### src/rtl/npu_read_sequencer.sv
// npu_read_sequencer: read-side controller for the NPU memory block.
// It reads one bias byte and IMG_WORDS (pixel word, weight) pairs per filter.
// Results are streamed over valid/ready through a 2-entry output FIFO.
// Optional: define NPU_SEQ_PERF_EN to add the perf_stall_cycles counter.
module npu_read_sequencer #(
  parameter int unsigned IMG_WORDS = 196,
  parameter int unsigned IMG_AW    = 14,
  parameter int unsigned CONV_AW   = 16,
  parameter int unsigned FILT_W    = 8
) (
  input  logic               clk,
  input  logic               reset,
  input  logic               start,
  input  logic               abort,
  input  logic [FILT_W-1:0]  cfg_num_filters,
  output logic               busy,
  output logic               done,
  output logic [IMG_AW-1:0]  img_addr,
  output logic [CONV_AW-1:0] conv_addr,
  input  logic [7:0]         img_q0,
  input  logic [7:0]         img_q1,
  input  logic [7:0]         img_q2,
  input  logic [7:0]         img_q3,
  input  logic [7:0]         conv_q,
  output logic               out_valid,
  input  logic               out_ready,
  output logic               out_bias,
  output logic               out_last,
  output logic [FILT_W-1:0]  out_filter,
  output logic [31:0]        out_pixels,
  output logic [7:0]         out_weight
`ifdef NPU_SEQ_PERF_EN
  ,
  output logic [31:0]        perf_stall_cycles
`endif
);

  typedef enum logic [2:0] {
    IDLE,
    READ_BIAS,
    READ_DATA,
    READ_STALL,
    READ_FINAL
  } state_t;

  typedef struct packed {
    logic              bias;
    logic              last;
    logic [FILT_W-1:0] filter;
  } tag_t;

  typedef struct packed {
    tag_t        tag;
    logic [31:0] pixels;
    logic [7:0]  weight;
  } beat_t;

  state_t            state;
  state_t            stall_ret;
  logic [FILT_W-1:0] filt;
  logic [FILT_W-1:0] num_filters;
  logic              rd_pend;
  tag_t              rd_tag;
  beat_t             fifo0;
  beat_t             fifo1;
  logic [1:0]        count;

  logic  xfer;
  logic  credit;
  logic  data_last;
  logic  more_filt;
  logic  kill;
  beat_t rd_beat;

  // Credit counts the FIFO slots already promised to reads in flight.
  always_comb begin
    xfer      = out_valid && out_ready;
    credit    = (({1'b0, count} + {2'b00, rd_pend}) - {2'b00, xfer}) < 3'd2;
    data_last = (img_addr == IMG_AW'(IMG_WORDS - 1));
    more_filt = (({1'b0, filt} + (FILT_W + 1)'(1)) < {1'b0, num_filters});
    kill      = abort && (state != IDLE);
    rd_beat.tag    = rd_tag;
    rd_beat.pixels = rd_tag.bias ? '0 : {img_q0, img_q1, img_q2, img_q3};
    rd_beat.weight = conv_q;
  end

  assign busy       = (state != IDLE);
  assign out_valid  = (count != 2'd0);
  assign out_bias   = fifo0.tag.bias;
  assign out_last   = fifo0.tag.last;
  assign out_filter = fifo0.tag.filter;
  assign out_pixels = fifo0.pixels;
  assign out_weight = fifo0.weight;

  // Sequencer: addresses advance as each read is issued; the RAM samples the current address.
  always_ff @(posedge clk or posedge reset) begin
    if (reset) begin
      state       <= IDLE;
      stall_ret   <= IDLE;
      filt        <= '0;
      num_filters <= '0;
      img_addr    <= '0;
      conv_addr   <= '0;
      rd_pend     <= 1'b0;
      rd_tag      <= '0;
      done        <= 1'b0;
    end else begin
      done    <= 1'b0;
      rd_pend <= 1'b0;
      if (kill) begin
        state <= IDLE;
      end else begin
        case (state)
          IDLE: begin
            if (start && !abort) begin
              if (cfg_num_filters == '0) begin
                done <= 1'b1;
              end else begin
                num_filters <= cfg_num_filters;
                filt        <= '0;
                img_addr    <= '0;
                conv_addr   <= '0;
                state       <= READ_BIAS;
              end
            end
          end
          READ_BIAS: begin
            if (credit) begin
              rd_pend   <= 1'b1;
              rd_tag    <= '{bias: 1'b1, last: 1'b0, filter: filt};
              conv_addr <= conv_addr + CONV_AW'(1);
              state     <= READ_DATA;
            end else begin
              stall_ret <= READ_BIAS;
              state     <= READ_STALL;
            end
          end
          READ_DATA: begin
            if (credit) begin
              rd_pend   <= 1'b1;
              rd_tag    <= '{bias: 1'b0, last: data_last, filter: filt};
              conv_addr <= conv_addr + CONV_AW'(1);
              if (data_last) begin
                img_addr <= '0;
                if (more_filt) begin
                  filt  <= filt + FILT_W'(1);
                  state <= READ_BIAS;
                end else begin
                  state <= READ_FINAL;
                end
              end else begin
                img_addr <= img_addr + IMG_AW'(1);
              end
            end else begin
              stall_ret <= READ_DATA;
              state     <= READ_STALL;
            end
          end
          READ_STALL: begin
            if (credit) state <= stall_ret;
          end
          READ_FINAL: begin
            if (!rd_pend && (count == 2'd0)) begin
              done  <= 1'b1;
              state <= IDLE;
            end
          end
          default: state <= IDLE;
        endcase
      end
    end
  end

  // Output FIFO held as a shift pair so the head is always fifo0.
  always_ff @(posedge clk or posedge reset) begin
    if (reset) begin
      count <= 2'd0;
      fifo0 <= '0;
      fifo1 <= '0;
    end else if (kill) begin
      count <= 2'd0;
    end else begin
      case ({rd_pend, xfer})
        2'b10: begin
          if (count == 2'd0) fifo0 <= rd_beat;
          else               fifo1 <= rd_beat;
          count <= count + 2'd1;
        end
        2'b01: begin
          fifo0 <= fifo1;
          count <= count - 2'd1;
        end
        2'b11: begin
          if (count == 2'd1) begin
            fifo0 <= rd_beat;
          end else begin
            fifo0 <= fifo1;
            fifo1 <= rd_beat;
          end
        end
        default: ;
      endcase
    end
  end

`ifdef NPU_SEQ_PERF_EN
  // Saturating count of cycles spent waiting for credit.
  always_ff @(posedge clk or posedge reset) begin
    if (reset) begin
      perf_stall_cycles <= '0;
    end else if ((state == IDLE) && start && !abort) begin
      perf_stall_cycles <= '0;
    end else if ((state == READ_STALL) && (perf_stall_cycles != '1)) begin
      perf_stall_cycles <= perf_stall_cycles + 32'd1;
    end
  end
`endif

endmodule

### config.mk
export PLATFORM = sky130hd
export DESIGN_NAME = npu_read_sequencer
export DESIGN_NICKNAME = d
export VERILOG_FILES = /design/src/rtl/npu_read_sequencer.sv
export SDC_FILE = /design/constraint.sdc
export NUM_CORES = 1
export LEC_CHECK = 0
export BUFFER_PORTS_ARGS = -buffer_cell sky130_fd_sc_hd__buf_2
export CAP_MARGIN = 5
export CORE_MARGIN = 2
export CORE_UTILIZATION = 56
export DETAILED_ROUTE_END_ITERATION = 10
export PLACE_DENSITY = 0.86
export SLEW_MARGIN = 0
export SYNTH_ARGS = -nofsm -noshare
export SYNTH_HDL_FRONTEND = slang
export SYNTH_SLANG_ARGS = --single-unit
### constraint.sdc
create_clock -name clk -period 5 [get_ports clk]
set_input_delay 0 -clock clk [delete_from_list [all_inputs] [get_ports clk]]
set_output_delay 0 -clock clk [all_outputs]
set_load 0.02 [all_outputs]
==> results of run 1 <==
## worst max path at each step
stage / endpoint / slack [ps]
floorplan: conv_addr[0] / 540
global placement: conv_addr[15] / 1260
detailed placement: conv_addr[5] / 1120
CTS: conv_addr[5] / 1120
global route: conv_addr[14] / 800
finish: conv_addr[14] / 1100
## repair_timing
action / 4_1_cts / 5_1_grt
hold buffers: 49 / 0
endpoints found under the hold margin: 169 / 0
setup endpoints to repair: 0 / 0
## cell families (layout without fill, tap and decap cells)
| group | Yosys count | count (layout) |
|---|---|---|
| and+or+nand+nor | 315 | 315 |
| AOI/OAI and AO/OA | 207 | 207 |
| DFF | 165 | 165 |
| buffers and inverters | 73 | 246 |
| muxes | 37 | 37 |
| xor gates and xnor gates | 24 | 24 |
| adders and majority gates | 14 | 14 |
## through the flow
step,instances,area (µm²)
after floorplan,835,7770
after global placement,1107,8550
final,1188,9630
after CTS,1188,9630
after detailed placement,1107,8550
after global routing,1188,9630
## tightest hold or removal path: stages
cell and delay [ps]:
buf_2 170, a21oi_1 60, nor2_1 110, nor4_1 50
## cell usage in the layout (no fill, tap or decap), types with 15 or more instances in the layout
cell and n:
mux2i_1 20, mux2_2 17, nor2_1 117, a21oi_1 97, o21ai_0 66, inv_1 21
nand4_1 15, buf_2 135, dlygate4sd3_1 49, nand2_1 123, clkbuf_16 17, dfrtp_1 165
## metal layers
layer / wire length (µm) / global-route usage, %
met4: 314 / 9.34
met1: 7890 / 33.4
met5: 0 / 0
met2: 8810 / 41.7
met3: 951 / 5.57
## registers in the layout, indices dropped and copies added, names as in the netlist, 8 cells and up
signal and cells:
fifo1 50, out_pixels 32, conv_addr 16, img_addr 14, rd_beat 10, filt 8, num_filters 8, out_filter 8
out_weight 8
## report_power, final
part | leakage (nW) | total [mW] | internal (mW) | switching [mW]
Sequential | 2.14 | 2.04 | 1.77 | 0.269
Clock | 0.283 | 1.29 | 0.763 | 0.522
Combinational | 2.16 | 1.90 | 0.654 | 1.25
Total | 4.58 | 5.23 | 3.19 | 2.04
## area by class of cell
| type | instances | area (µm²) | area share, % |
|---|---|---|---|
| sequential | 165 | 4130 | 42.9 |
| multi-input combinational | 597 | 3380 | 35.1 |
| timing repair buffer | 191 | 1220 | 12.7 |
| clock buffer | 21 | 460 | 4.78 |
| tap | 180 | 225 | 2.34 |
| clock inverter | 11 | 125 | 1.30 |
| inverter | 23 | 91.3 | 0.948 |
==> flow_summary.toml, run 1 <==
[sta]
max_slew_margin_pct = 22.3
fin_tns_setup_ps = 0
hold_slack_ps = 20.1
fmax_ghz = 0.256
maxSlewViolCount = 0
rsz0062_at_grt = "false"
fin_worst_skew_ps = 8.18
hold_violations = 0
timing.final.ws_setup_ps = 1100
setup_viol = 0
layout_min_cycle_time_ps = 3900
tightest_slew_ps = 1170
period_share_pct = 78.1

[min_path]
hold_depth = 4
holdPathEnd = "state[0]"
hold_start = "abort"
min_path_type = "primary input to flip-flop"

[floorplan]
die_w_um = 122
die-area_mm2 = 0.0148
start_util_pct = 56.7
die_h_um = 122
row_count = 43
io_pins = 136
coreArea_mm2 = 0.0137

[logic_synthesis]
yosys-top-cells-count = "165 x dfrtp_1, 123 x nand2_1, 118 x nor2_1, 98 x a21oi_1, 66 x o21ai_0"
ys_async_sr_fraction_pct = 100
synth_most_common_cell = "dfrtp_1"
synth_top_area_share_pct = 53.1
yosysWarnings = 0
synth_fa_ha_area_share_pct = 2.35
synth_cell_type_count = 56
synthMuxAreaShare_pct = 5.04
ys_ff_latch = 165
syn_nets = 902
synth_area_mm2 = 0.00777
synth_top_family_by_area = "simple AND/OR/NAND/NOR gates"
synth_compound_area_share_pct = 15.0
synth-main-ff-cell = "dfrtp_1"
synth-edff-count = 0
synth-xor-area-share_pct = 2.70
avgSynthCellArea_um2 = 9.31
synth_simple_gate_area_share_pct = 17.9
synth.largest_area_cell = "dfrtp_1"
synth_area_leaders = "dfrtp_1 53%, a21oi_1 6.3%, nand2_1 5.9%"
ys_seq_area_share_pct = 53.1
synthCells = 835

[worst_setup_path]
slowest_stage = "or4b_1"
worstPathBufferInverterCount = 4
ff2ff_setup_slack_ps = 1100
worst-path-stages = 13
worst-path-max-fanout = 22
critPathMaxStageDelay_ps = 570
cpLargestDelayFamily = "simple AND/OR/NAND/NOR gates"
path_class = "flip-flop to flip-flop"
cp.required_ps = 5300
crit_path_frequent_cell = "inv_1"
reg2regPathDepth = 13
path_cells = "inv_1 > ha_1 > nand2b_1 > inv_1 > ha_1 > nor2b_1 > fa_1 > or4b_1 > buf_4 > inv_1 > nand4_1 > xor2_1 > nor2_1"
rr_startpoint = "count[1]"
cp-startpoint = "count[1]"
worstPathArrival_ps = 4200
worstSetupEndpointType = "flip-flop"
start_kind = "flip-flop"
timing.rr.end = "conv_addr[14]"

[route]
antenna_left = 0
drt_wl_total_mm = 18.0
wl_per_cell_um = 15.1
viasPerCell = 5.54
drt_iter0_markers = 512
route.vias.total = 6582
firstDrtPassIters = 4
drcViolationCount = 0

[final_layout]
post-route-util_pct = 70.2
final_layout_size_suffix_gt1_share_pct = 20.0
nFillCells = 1020
syn2layout_area_growth_pct = 23.9
nNetsFinal = 1062
n_antenna_cell = 0

[clock_network]
clk_pin_slew_worst_paths_ps = 60
cts_setup_buffers = 0
cts_tree = "yes"
htreeDepth = 4
clk_latency_ps = 420
cts_made_buffers = 17
clockBufferDepth = 2
cts_resized = 0
clockRootBuffer = "clkbuf_16"
cts.sinks = 165

[grt]
grt_usage_pct = 25.4
grt_pass1_wl_mm = 30.1
antenna_found_initial = 0
grt_pass1_vias = 6301
grt_start_max_net_pins = 102
grt_overflow = 0

[outcome]
status = "completed"

[placed_design]
pre_cts_slack_ps = 1120
post-dp-hpwl_mm = 11.3
gp_congestion = 0.908
io_buffer_count = 135

[power]
powerDensity_mw_per_mm2 = 543
ir_drop_v = 0.000228
power.total_mw = 5.23
leakage_nw = 4.58

[run]
maxCapViolations = 0
(Power assumes the default switching activity.)
==> run 2: changes to the inputs <==
--- a/config.mk
+++ b/config.mk
@@ -5,10 +5,11 @@
 export SDC_FILE = /design/constraint.sdc
 export NUM_CORES = 1
 export LEC_CHECK = 0
+export ABC_AREA = 1
 export BUFFER_PORTS_ARGS = -buffer_cell sky130_fd_sc_hd__buf_2
 export CAP_MARGIN = 5
 export CORE_MARGIN = 2
-export CORE_UTILIZATION = 56
+export CORE_UTILIZATION = 57
 export DETAILED_ROUTE_END_ITERATION = 10
 export PLACE_DENSITY = 0.86
 export SLEW_MARGIN = 0
==> constraint.sdc (replaced) <==
create_clock -name clk -period 4.1 [get_ports clk]
set_input_delay 0 -clock clk [delete_from_list [all_inputs] [get_ports clk]]
set_output_delay 0 -clock clk [all_outputs]
set_load 0.02 [all_outputs]
==> run 2 against run 1 <==
Against the previous run: first-iteration DRC count grew 33%; power is 35% higher; synthesized cell count rose by 28%; area after synthesis is 7.5% higher; die area up 5.4%; critical endpoint is now conv_addr[12]; highest routed layer unchanged.
==> flow_summary.toml, run 2 <==
[outcome]
status = "completed"

[sta]
rsz0062_at_grt = "false"
fmax_ghz = 0.305
fin_tns_setup_ps = 0
timing.final.ws_setup_ps = 821
setup_viol = 0
layout_min_cycle_time_ps = 3280
hold_slack_ps = 94.3
max_slew_margin_pct = 25.2
period_share_pct = 80.0
fin_worst_skew_ps = 8.97
hold_violations = 0
tightest_slew_ps = 1120
maxSlewViolCount = 0

[grt]
grt_pass1_vias = 7409
grt_usage_pct = 27.1
grt_start_max_net_pins = 83
antenna_found_initial = 0
grt_pass1_wl_mm = 34.6
grt_overflow = 0

[placed_design]
io_buffer_count = 135
post-dp-hpwl_mm = 12.8
gp_congestion = 0.887
pre_cts_slack_ps = 858
placedInstanceArea_mm2 = 0.00908

[clock_network]
clockRootBuffer = "clkbuf_16"
cts_resized = 0
clockBufferDepth = 2
clk_pin_slew_worst_paths_ps = 60
clk_latency_ps = 430
cts_made_buffers = 17
cts_tree = "yes"
cts_setup_buffers = 0
htreeDepth = 4
cts.sinks = 165

[route]
wl_per_cell_um = 14.3
firstDrtPassIters = 5
drt_iter0_markers = 681
drt_wl_total_mm = 20.5
route.vias.total = 7693
drcViolationCount = 0
antenna_left = 0
viasPerCell = 5.37

[worst_setup_path]
worst-path-max-fanout = 20
rr_startpoint = "count[0]"
slowest_stage = "fa_1"
cp.required_ps = 4460
path_cells = "inv_1 > ha_1 > nor2_4 > ha_1 > nor2_1 > fa_1 > inv_1 > nand3_2 > inv_1 > nand2_4 > nor2_4 > o21ai_2 > inv_1 > nand2_1 > nand2_1"
worstSetupEndpointType = "flip-flop"
path_class = "flip-flop to flip-flop"
timing.rr.end = "conv_addr[12]"
start_kind = "flip-flop"
ff2ff_setup_slack_ps = 820
cpLargestDelayFamily = "adder cells"
worst-path-stages = 15
crit_path_frequent_cell = "inv_1"
worstPathArrival_ps = 3640
cp-startpoint = "count[0]"
critPathMaxStageDelay_ps = 420
cp-endpoint = "conv_addr[12]"
worstPathBufferInverterCount = 4
reg2regPathDepth = 15

[final_layout]
nNetsFinal = 1303
stdcell_area_mm2 = 0.0102
largest_reg_flops = 50
mostFrequentLayoutCell = "nand2_1"
syn2layout_area_growth_pct = 21.7
final_cell_mix = "347 x nand2_1, 165 x dfrtp_1, 135 x buf_2, 122 x nor2_1, 97 x inv_1"
final_layout_size_suffix_gt1_share_pct = 16.7
nFillCells = 1096
largest-register = "fifo1"
n_antenna_cell = 0

[floorplan]
coreArea_mm2 = 0.0144
die-area_mm2 = 0.0157
die_w_um = 125
start_util_pct = 58.0
row_count = 44
die_h_um = 125
io_pins = 136

[logic_synthesis]
synth_area_leaders = "dfrtp_1 49%, nand2_1 16%, nor2_1 5.5%"
synth-main-ff-cell = "dfrtp_1"
synth-edff-count = 0
ys_async_sr_fraction_pct = 100
ys_seq_area_share_pct = 49.4
avgSynthCellArea_um2 = 7.81
yosys-top-cells-count = "349 x nand2_1, 165 x dfrtp_1, 122 x nor2_1, 98 x inv_1, 79 x nand3_1"
synthCells = 1070
ys_ff_latch = 165
synth_area_mm2 = 0.00836
synth.largest_area_cell = "dfrtp_1"
synth_cell_type_count = 41
synth_most_common_cell = "nand2_1"
yosysWarnings = 0
syn_nets = 1137
synth_top_area_share_pct = 49.4

[power]
p_sw_share_pct = 41.5
combPwrFrac_pct = 40.4
switchingPower_mw = 2.92
leakage_nw = 5.23
p_int_mw = 4.12
ir_drop_v = 0.000399
power.total_mw = 7.04
powerDensity_mw_per_mm2 = 692
clock_power_share_pct = 23.0
p_seq_share_pct = 36.6

[run]
maxCapViolations = 0

[min_path]
min_path_type = "primary input to flip-flop"
run 2: metrics by stage:
stage,utilization [%],std cells
after floorplan,-,1070
final,70.6,1433
after CTS,70.6,1433
after global routing,70.6,1433
after detailed placement,63.0,1351
after global placement,63.0,1351
run 2: what timing repair did:
action                     4_1_cts  5_1_grt
hold buffers                    50        0
setup endpoints to repair        0        0
hold endpoints to repair       129        0
run 2: worst min-delay path, stage by stage:
cell and delay (ps):
buf_2 120, o211ai_4 190, nand2_1 100, o21ai_0 60
run 2: cell families (layout without fill, tap and decap cells):
kind of cell	Yosys count	after routing	share of synthesized area (%)
xor+xnor	16	16	1.68
compound gates	132	132	9.38
mux	2	2	0.269
fa+ha+maj	14	14	2.19
flops	165	165	49.4
buf+inv	150	329	7.90
simple gates	591	591	29.2
run 2: final cells by class:
type	count	area, µm²	share of cell area (%)
timing repair buffer	192	1240	12.2
clock buffer	22	464	4.56
multi-input combinational	755	3570	35.1
tap	184	230	2.26
inverter	105	408	4.01
clock inverter	10	129	1.27
sequential	165	4130	40.6
run 2: how the worst min path moves through the flow:
stage | startpoint | endpoint | slack [ps] | cells past startpoint
finish | out_ready | out_filter[0] | 90 | 4
global placement | reset | fifo1[25] | 210 | 2
global route | out_ready | out_bias | 120 | 4
CTS | out_ready | out_filter[0] | 80 | 4
floorplan | conv_q[0] | fifo1[0] | 110 | 2
detailed placement | reset | fifo1[22] | 220 | 2
run 2: power groups by stage:
stage,logic [mW],registers (mW),clock network [mW]
final,2.84,2.58,1.62
after global routing,3.19,2.64,1.71
after CTS,2.84,2.56,1.63
after detailed placement,2.78,2.58,0
after global placement,2.69,2.56,0
after floorplan,1.85,2.85,0
run 2: metal layers:
layer | up-vias | global-route usage, % | share of wire [%]
met2 | 290 | 46.3 | 50
met5 | - | 0 | 0
li1 | 3755 | - | -
met4 | 0 | 11.6 | 2.8
met1 | 3601 | 33.4 | 41
met3 | 47 | 5.95 | 6.4
